### config.mk
export PLATFORM = sky130hd
export DESIGN_NAME = fb_bank_scheduler
export DESIGN_NICKNAME = d
export VERILOG_FILES = /design/src/rtl/fb_pkg.sv /design/src/rtl/fb_bank_ctrl.sv /design/src/rtl/fb_bank_scheduler.sv
export SDC_FILE = /design/constraint.sdc
export NUM_CORES = 1
export LEC_CHECK = 0
export BUFFER_PORTS_ARGS = -buffer_cell sky130_fd_sc_hd__buf_2
export CAP_MARGIN = 20
export CORE_MARGIN = 5
export CORE_UTILIZATION = 33
export CTS_CLUSTER_DIAMETER = 80
export DETAILED_ROUTE_END_ITERATION = 10
export PLACE_DENSITY_LB_ADDON = 0.3
export SETUP_SLACK_MARGIN = 0.05
export SLEW_MARGIN = 20
export SYNTH_ARGS = -nofsm -noshare
export SYNTH_HDL_FRONTEND = slang
export SYNTH_SLANG_ARGS = --single-unit
### constraint.sdc
create_clock -name clk -period 3.25 [get_ports clk]
set_clock_uncertainty 0.1 [all_clocks]
set_input_delay 0.325 -clock clk [delete_from_list [all_inputs] [get_ports clk]]
set_output_delay 0.325 -clock clk [all_outputs]
set_load 0.005 [all_outputs]
### src/rtl/fb_pkg.sv
// Shared constants and state type for the ping-pong frame buffer scheduler.
package fb_pkg;
    localparam int FB_ADDR_W    = 15;
    localparam int PIX_W        = 2;
    localparam int FRAME_PIXELS = 23040;
    localparam int LAST_PIX     = FRAME_PIXELS - 1;
    localparam int DROP_W       = 8;

    typedef enum logic {
        ST_EMPTY,
        ST_READY
    } fbState_t;
endpackage

### src/rtl/fb_bank_ctrl.sv
// Bank bookkeeping: capture sync flag, write/read bank bits, EMPTY/READY
// hand-off FSM and the saturating dropped-frame counter.
module fb_bank_ctrl
    import fb_pkg::*;
(
    input  logic              clk,
    input  logic              rst,
    input  logic              i_syncHit,
    input  logic              i_frameEnd,
    input  logic              i_frameRelease,
    output logic              o_synced,
    output logic              o_wbank,
    output logic              o_rbank,
    output logic              o_ready,
    output logic [DROP_W-1:0] o_framesDropped
);
    fbState_t          r_state;
    fbState_t          w_nextState;
    logic              w_swap;
    logic              w_drop;
    logic              r_synced;
    logic              r_wbank;
    logic              r_rbank;
    logic [DROP_W-1:0] r_drops;

    always_ff @(posedge clk) begin
        if (rst) r_state <= ST_EMPTY;
        else     r_state <= w_nextState;
    end

    always_comb begin
        w_nextState = r_state;
        case (r_state)
            ST_EMPTY: if (i_frameEnd) w_nextState = ST_READY;
            ST_READY: if (i_frameRelease && !i_frameEnd) w_nextState = ST_EMPTY;
            default:  w_nextState = ST_EMPTY;
        endcase
    end

    // A finished frame is published unless the reader still holds the other bank.
    always_comb begin
        o_ready = (r_state == ST_READY);
        w_swap  = i_frameEnd && ((r_state == ST_EMPTY) || i_frameRelease);
        w_drop  = i_frameEnd && (r_state == ST_READY) && !i_frameRelease;
    end

    always_ff @(posedge clk) begin
        if (rst) begin
            r_synced <= 1'b0;
            r_wbank  <= 1'b0;
            r_rbank  <= 1'b1;
            r_drops  <= '0;
        end else begin
            if (i_syncHit) r_synced <= 1'b1;
            if (w_swap) begin
                r_rbank <= r_wbank;
                r_wbank <= ~r_wbank;
            end
            if (w_drop && (r_drops != {DROP_W{1'b1}})) r_drops <= r_drops + 1'b1;
        end
    end

    assign o_synced        = r_synced;
    assign o_wbank         = r_wbank;
    assign o_rbank         = r_rbank;
    assign o_framesDropped = r_drops;
endmodule

### src/rtl/fb_bank_scheduler.sv
// Shares a 2-bank single-port frame RAM between the capture writer (priority)
// and the AI frame reader, which only sees complete frames.
module fb_bank_scheduler
    import fb_pkg::*;
(
    input  logic                 clk,
    input  logic                 rst,
    input  logic                 cap_valid,
    input  logic [FB_ADDR_W-1:0] cap_addr,
    input  logic [PIX_W-1:0]     cap_data,
    input  logic                 rd_req,
    input  logic [FB_ADDR_W-1:0] rd_addr,
    output logic                 rd_gnt,
    output logic                 rd_valid,
    output logic [PIX_W-1:0]     rd_data,
    output logic                 frame_ready,
    input  logic                 frame_release,
    output logic [DROP_W-1:0]    frames_dropped,
    output logic [FB_ADDR_W:0]   ram_addr,
    output logic                 ram_we,
    output logic [PIX_W-1:0]     ram_wdata,
    input  logic [PIX_W-1:0]     ram_rdata
);
    logic w_inRange;
    logic w_addrZero;
    logic w_syncHit;
    logic w_capWrite;
    logic w_frameEnd;
    logic w_synced;
    logic w_wbank;
    logic w_rbank;
    logic w_ready;
    logic r_rdValid;

    // Pixel 0 both starts a frame and establishes sync, so it is written even when unsynced.
    assign w_inRange  = (cap_addr < FB_ADDR_W'(FRAME_PIXELS));
    assign w_addrZero = (cap_addr == '0);
    assign w_syncHit  = cap_valid && w_inRange && w_addrZero;
    assign w_capWrite = cap_valid && w_inRange && (w_synced || w_addrZero);
    assign w_frameEnd = w_capWrite && (cap_addr == FB_ADDR_W'(LAST_PIX));

    fb_bank_ctrl u_bankCtrl (
        .clk             (clk),
        .rst             (rst),
        .i_syncHit       (w_syncHit),
        .i_frameEnd      (w_frameEnd),
        .i_frameRelease  (frame_release),
        .o_synced        (w_synced),
        .o_wbank         (w_wbank),
        .o_rbank         (w_rbank),
        .o_ready         (w_ready),
        .o_framesDropped (frames_dropped)
    );

    assign rd_gnt    = !w_capWrite && rd_req && w_ready;
    assign ram_we    = w_capWrite;
    assign ram_wdata = cap_data;
    assign ram_addr  = w_capWrite ? {w_wbank, cap_addr} : {w_rbank, rd_addr};

    always_ff @(posedge clk) begin
        if (rst) r_rdValid <= 1'b0;
        else     r_rdValid <= rd_gnt;
    end

    assign rd_valid    = r_rdValid;
    assign rd_data     = r_rdValid ? ram_rdata : '0;
    assign frame_ready = w_ready;
endmodule

; After elaboration in Yosys (flattened, before gate mapping)
; Index checks and enable logic that the tools add are counted.
[word_totals]
romBits = 0
inputBits = 39
mem_bits_rw = 0
word_cells = 34
latchBits = 0
mem_count = 0
out_inout_bits = 32
reg_bits = 13
[classes]
multipliers = 0
bitwise = 2
addsub = 1
eq_ne = 2
n_mux = 5
n_reduce_logical = 17
order_cmp = 1
shift = 0
n_div = 0
[ops]
columns = cell, n
row1 = two-way mux 16 bit, 1
row2 = "== test 15 bit, second input constant", 1
row3 = logical NOT 15 bit, 1
row4 = "less-than comparator 15 bit, second input constant", 1
row5 = logical AND 1 bit, 11
row6 = "adder 8 x 1 -> 8 bit, second input constant", 1
row7 = "inequality test 8 bit, second input constant", 1
row8 = logical NOT 1 bit, 3
row9 = logical OR 1 bit, 2
row10 = two-way mux 1 bit, 2
row11 = two-way mux 2 bit, 1
row12 = inverter 1 bit, 2
row13 = one-hot mux 1 bit (2 select lines), 1

; Depth between registers and ports, before layout
[logic_depth]
depth_word = 8
ltp_mapped = 5
ltp_nobuf = 5

; Hierarchy
; From an unflattened synthesis, not the netlist that was laid out.
[hier_totals]
cells_unflattened = 116
area_unflattened_um2 = 1021.0
[by_module_without_submodules]
columns = mod, cells_per_inst, n_inst, area_per_inst_um2, seq_area_each_um2
row1 = fb_bank_ctrl, 66, 1, 609.3, 240.2
row2 = fb_bank_scheduler, 50, 1, 411.6, 20.0

; Least setup slack after synthesis
; Ideal clock, no wire load.
[synth_timing]
path_type = input to output
from = in cap_addr[14]
to = out ram_addr[10]
arrival_ps = 1698
stages = 5
required_time_ps = 2825
n_path_buf = 1
path_slack_ps = 1127
cell_sequence = nor4_1 -> a41oi_1 -> nor2_2 -> buf_2 -> mux2_2
[synth_via]
elab_chain_len = 4
word_cells_on_any_way = 6
cone_classes = 1 x order compare / 1 x mux / 4 x reduce/logical
[synth_lines]
columns = item, line
row1 = start: declaration, fb_bank_scheduler.sv:9  ; input logic [FB_ADDR_W-1:0] cap_addr,
row2 = less-than comparator 15 bit or logical NOT 15 bit (tied branches), "fb_bank_scheduler.sv:36, fb_bank_scheduler.sv:37"
row3 = logical AND 1 bit or logical OR 1 bit (tied branches), fb_bank_scheduler.sv:39  ; assign w_capWrite = cap_valid && w_inRange && (w_synced || w_addrZero);
row4 = logical AND 1 bit *, fb_bank_scheduler.sv:39
row5 = named net ram_we, fb_bank_scheduler.sv:20  ; output logic ram_we,
row6 = two-way mux 16 bit *, fb_bank_scheduler.sv:58  ; assign ram_addr = w_capWrite ? {w_wbank, cap_addr} : {w_rbank, rd_addr};
row7 = end: declaration, fb_bank_scheduler.sv:19  ; output logic [FB_ADDR_W:0] ram_addr,
; The timed path passes the listed nets; every way through them passes the cells marked *.

; Worst setup path after layout
[layout_timing]
from = in cap_addr[13]
to = out ram_addr[13]
[layout_via]
elab_chain_len = 4
word_cells_on_any_way = 6
cone_classes = 1 x order compare / 1 x mux / 4 x reduce/logical
[layout_lines]
columns = item, line
row1 = less-than comparator 15 bit or logical NOT 15 bit (tied branches), "fb_bank_scheduler.sv:36, fb_bank_scheduler.sv:37"
row2 = logical AND 1 bit or logical OR 1 bit (tied branches), fb_bank_scheduler.sv:39
row3 = logical AND 1 bit, fb_bank_scheduler.sv:39
row4 = two-way mux 16 bit *, fb_bank_scheduler.sv:58
; Every way passes the cells marked *; elsewhere a longest branch is shown, timed or not.

==> impl_metrics.ini <==
[final_layout]
fin_util_pct = 47.4
nets = 219
stdcell_count = 222
multi_input_area_sq_um = 762
fillers = 313
drive_above_1_share_pct = 57.3
antennaDiodeCount = 0
area_delta_synth_final_pct = 35.9
regArea_sq_um = 260

[synth]
synth-main-ff-cell = dfxtp_1
ys_warn_count = 0
synth_edf_count = 0
synth_top_cell_by_area = dfxtp_1
yosys-top-cells-count = mux2_2, dfxtp_1, nor2_1, nor2b_1, nor4_2
syn_nets = 153
ys_top_cells_by_area = dfxtp_1, mux2_2, nor4_2
syn_area_sq_mm = 0.00107
syn-instance-count = 113
synth_cell_type_count = 35
synth_async_sr_flop_share_pct = 0
ys_ff_latch = 13
synth.most_common_cell = mux2_2
synth_seq_area_share_pct = 24.2
synth_top_area_share_pct = 24.2
synth_area_per_cell_sq_um = 9.51

[timing]
worst_pin_slew_ns = 0.536
post-route-min-period_ns = 2.52
finalCritPeriodShare_pct = 77.6
fin_setup_tns_ns = 0
relSlewSlack_pct = 64.2
finalMaxSlewViolations = 0
fin_ws_ns = 0.729
finalHoldViolCount = 0
finalSetupViolCount = 0
max_freq_mhz = 397
rsz0062_at_grt = no
hold-worst-slack_ns = 0.195

[route]
post_drt_wl_per_cell_microns = 13.2
routed_wl_microns = 2920
drt_iter0_drc = 48
routed_via_density = 5.00
ant_nets = 0
first_pass_iters = 4
vias = 1110
drc = 0

[clock_network]
cts_hold_buf = 0
cts_max_path_buffers = 2
htreeDepth = 1
clkLatencyLatePin_ns = 0.27
cts_made_buffers = 3
cts-root-buf = clkbuf_4
cts.sinks = 13
postCtsSetupBuffers = 0
clk_pin_slew_ns = 0.08
cts_tree = built
cts_resized = 0

[worst_hold_path]
hold_class = input port to flip-flop

[floorplanning]
die_width_microns = 67.1
row_count = 20
start_util_pct = 34.9
core_sq_mm = 0.00308
die-area_sq_mm = 0.00450
io_pins = 71
fp.dieH_microns = 67.1

[placed_design]
dp_hpwl_microns = 2450
gp_congestion = 0.874
portBuffers = 66
dp.cells = 218
place_worst_setup_slack_ns = 0.745

[global_route]
grt_pass1_wl_microns = 4880
grt-ovfl-total = 0
antenna_found_initial = 0
grt_max_degree = 23
grt_pass1_vias = 1105
grt_usage_pct = 13.6

[critical_path]
cp_slowest_cell = mux2_2
cp-start-kind = input port
critical_path.max_stage_delay_ns = 0.36
worstPathMaxFanout = 15
crit_arrival_ns = 2.10
crit_type = input port to primary output
end_kind = primary output
worstPathCellList = buf_2 -> nor4_1 -> a41oi_1 -> buf_4 -> nor2_2 -> buf_4 -> mux2_2 -> buf_2
critPathRequiredTime_ns = 2.82

[power_and_ir_drop]
switching_share_pct = 25.0
leakagePower_nw = 0.637
power_density_mw_per_mm2 = 219
irDropWorstVdd_v = 0.0000962
p_clk_share_pct = 30.8
p_int_uw = 240
p_comb_share_pct = 19.4
power_frac_seq_pct = 49.8
switching_power_uw = 79.8

[status]
outcome = finished clean

[flow_run]
drv_cap = 0
## sequential cells by signal, indices dropped and copies added (netlist names)
| register | count |
|---|---|
| u_bankCtrl.o_framesDropped | 8 |
| u_bankCtrl.o_synced | 1 |
| u_bankCtrl.o_rbank | 1 |
| u_bankCtrl.o_wbank | 1 |
| u_bankCtrl.o_ready | 1 |
| rd_valid | 1 |
## layout make-up
type / count / area share, %
sequential: 13 / 17.8
multi-input combinational: 91 / 52.2
inverter: 1 / 0.257
timing repair buffer: 69 / 24.2
clock buffer: 4 / 1.80
tap: 44 / 3.77
## cell families (layout without fill, tap and decap cells)
family	after synthesis	count (layout)	synth area share (%)
AND/OR/NAND/NOR	54	54	35.7
multiplexers	26	26	27.0
flip-flops	13	13	24.2
AO/OA/AOI/OAI	10	10	6.98
buffers and inverters	9	74	4.89
adder cells (fa/ha/maj)	1	1	1.16
## critical path, delay by kind of cell
kind	cells	cell delay, ns
AO/OA/AOI/OAI	1	0.14
buffers and inverters	4	0.75
multiplexers	1	0.36
AND/OR/NAND/NOR	2	0.52
## placed cells by master, fill, tap and decap left out, types with 2 or more instances in the layout
| cell type | n |
|---|---|
| buf_2 | 66 |
| mux2_2 | 21 |
| dfxtp_1 | 13 |
| nor2_1 | 11 |
| nor2b_1 | 9 |
| nor4_2 | 6 |
| and2_1 | 3 |
| o211ai_1 | 3 |
| nor4_1 | 3 |
| mux2_1 | 3 |
| o2111ai_1 | 3 |
| nand2b_1 | 3 |
| clkbuf_4 | 3 |
| buf_4 | 3 |
| nand2_1 | 2 |
| nor3_1 | 2 |
| nand3_1 | 2 |
| nand4_1 | 2 |
| nor4_4 | 2 |
| and3_1 | 2 |
| mux2i_1 | 2 |
## through the flow
stage / area [sq um] / power [mW]
finish: 1460 / 0.320
global route: 1460 / 0.338
CTS: 1460 / 0.326
detailed placement: 1430 / 0.226
global placement: 1430 / 0.223
floorplan: 1070 / 0.189
## power groups by stage
stage / Sequential, mW / Clock (mW) / Combinational, mW
floorplan: 0.163 / 0 / 0.0257
global placement: 0.163 / 0 / 0.0603
detailed placement: 0.163 / 0 / 0.0627
CTS: 0.159 / 0.104 / 0.0630
global route: 0.159 / 0.110 / 0.0689
finish: 0.159 / 0.0986 / 0.0620
## per-layer routing
layer  routed length (microns)  global-route usage, %
met1                      1160                   15.7
met2                      1580                   25.9
met3                       163                   2.53
met4                        19                   2.28
met5                         0                      0
## worst paths after layout
check	slack, ns	to	start	depth (start not counted)
max reg2reg	1.16	u_bankCtrl.o_framesDropped[7]$_SDFFE_PP0P_	u_bankCtrl.o_framesDropped[0]$_SDFFE_PP0P_	5
min	0.20	rd_valid$_SDFF_PP0_	rd_req	3
min reg2reg	0.37	u_bankCtrl.o_synced$_SDFFE_PP0P_	u_bankCtrl.o_synced$_SDFFE_PP0P_	2
max	0.73	ram_addr[13]	cap_addr[13]	8
(Power assumes the default switching activity.)
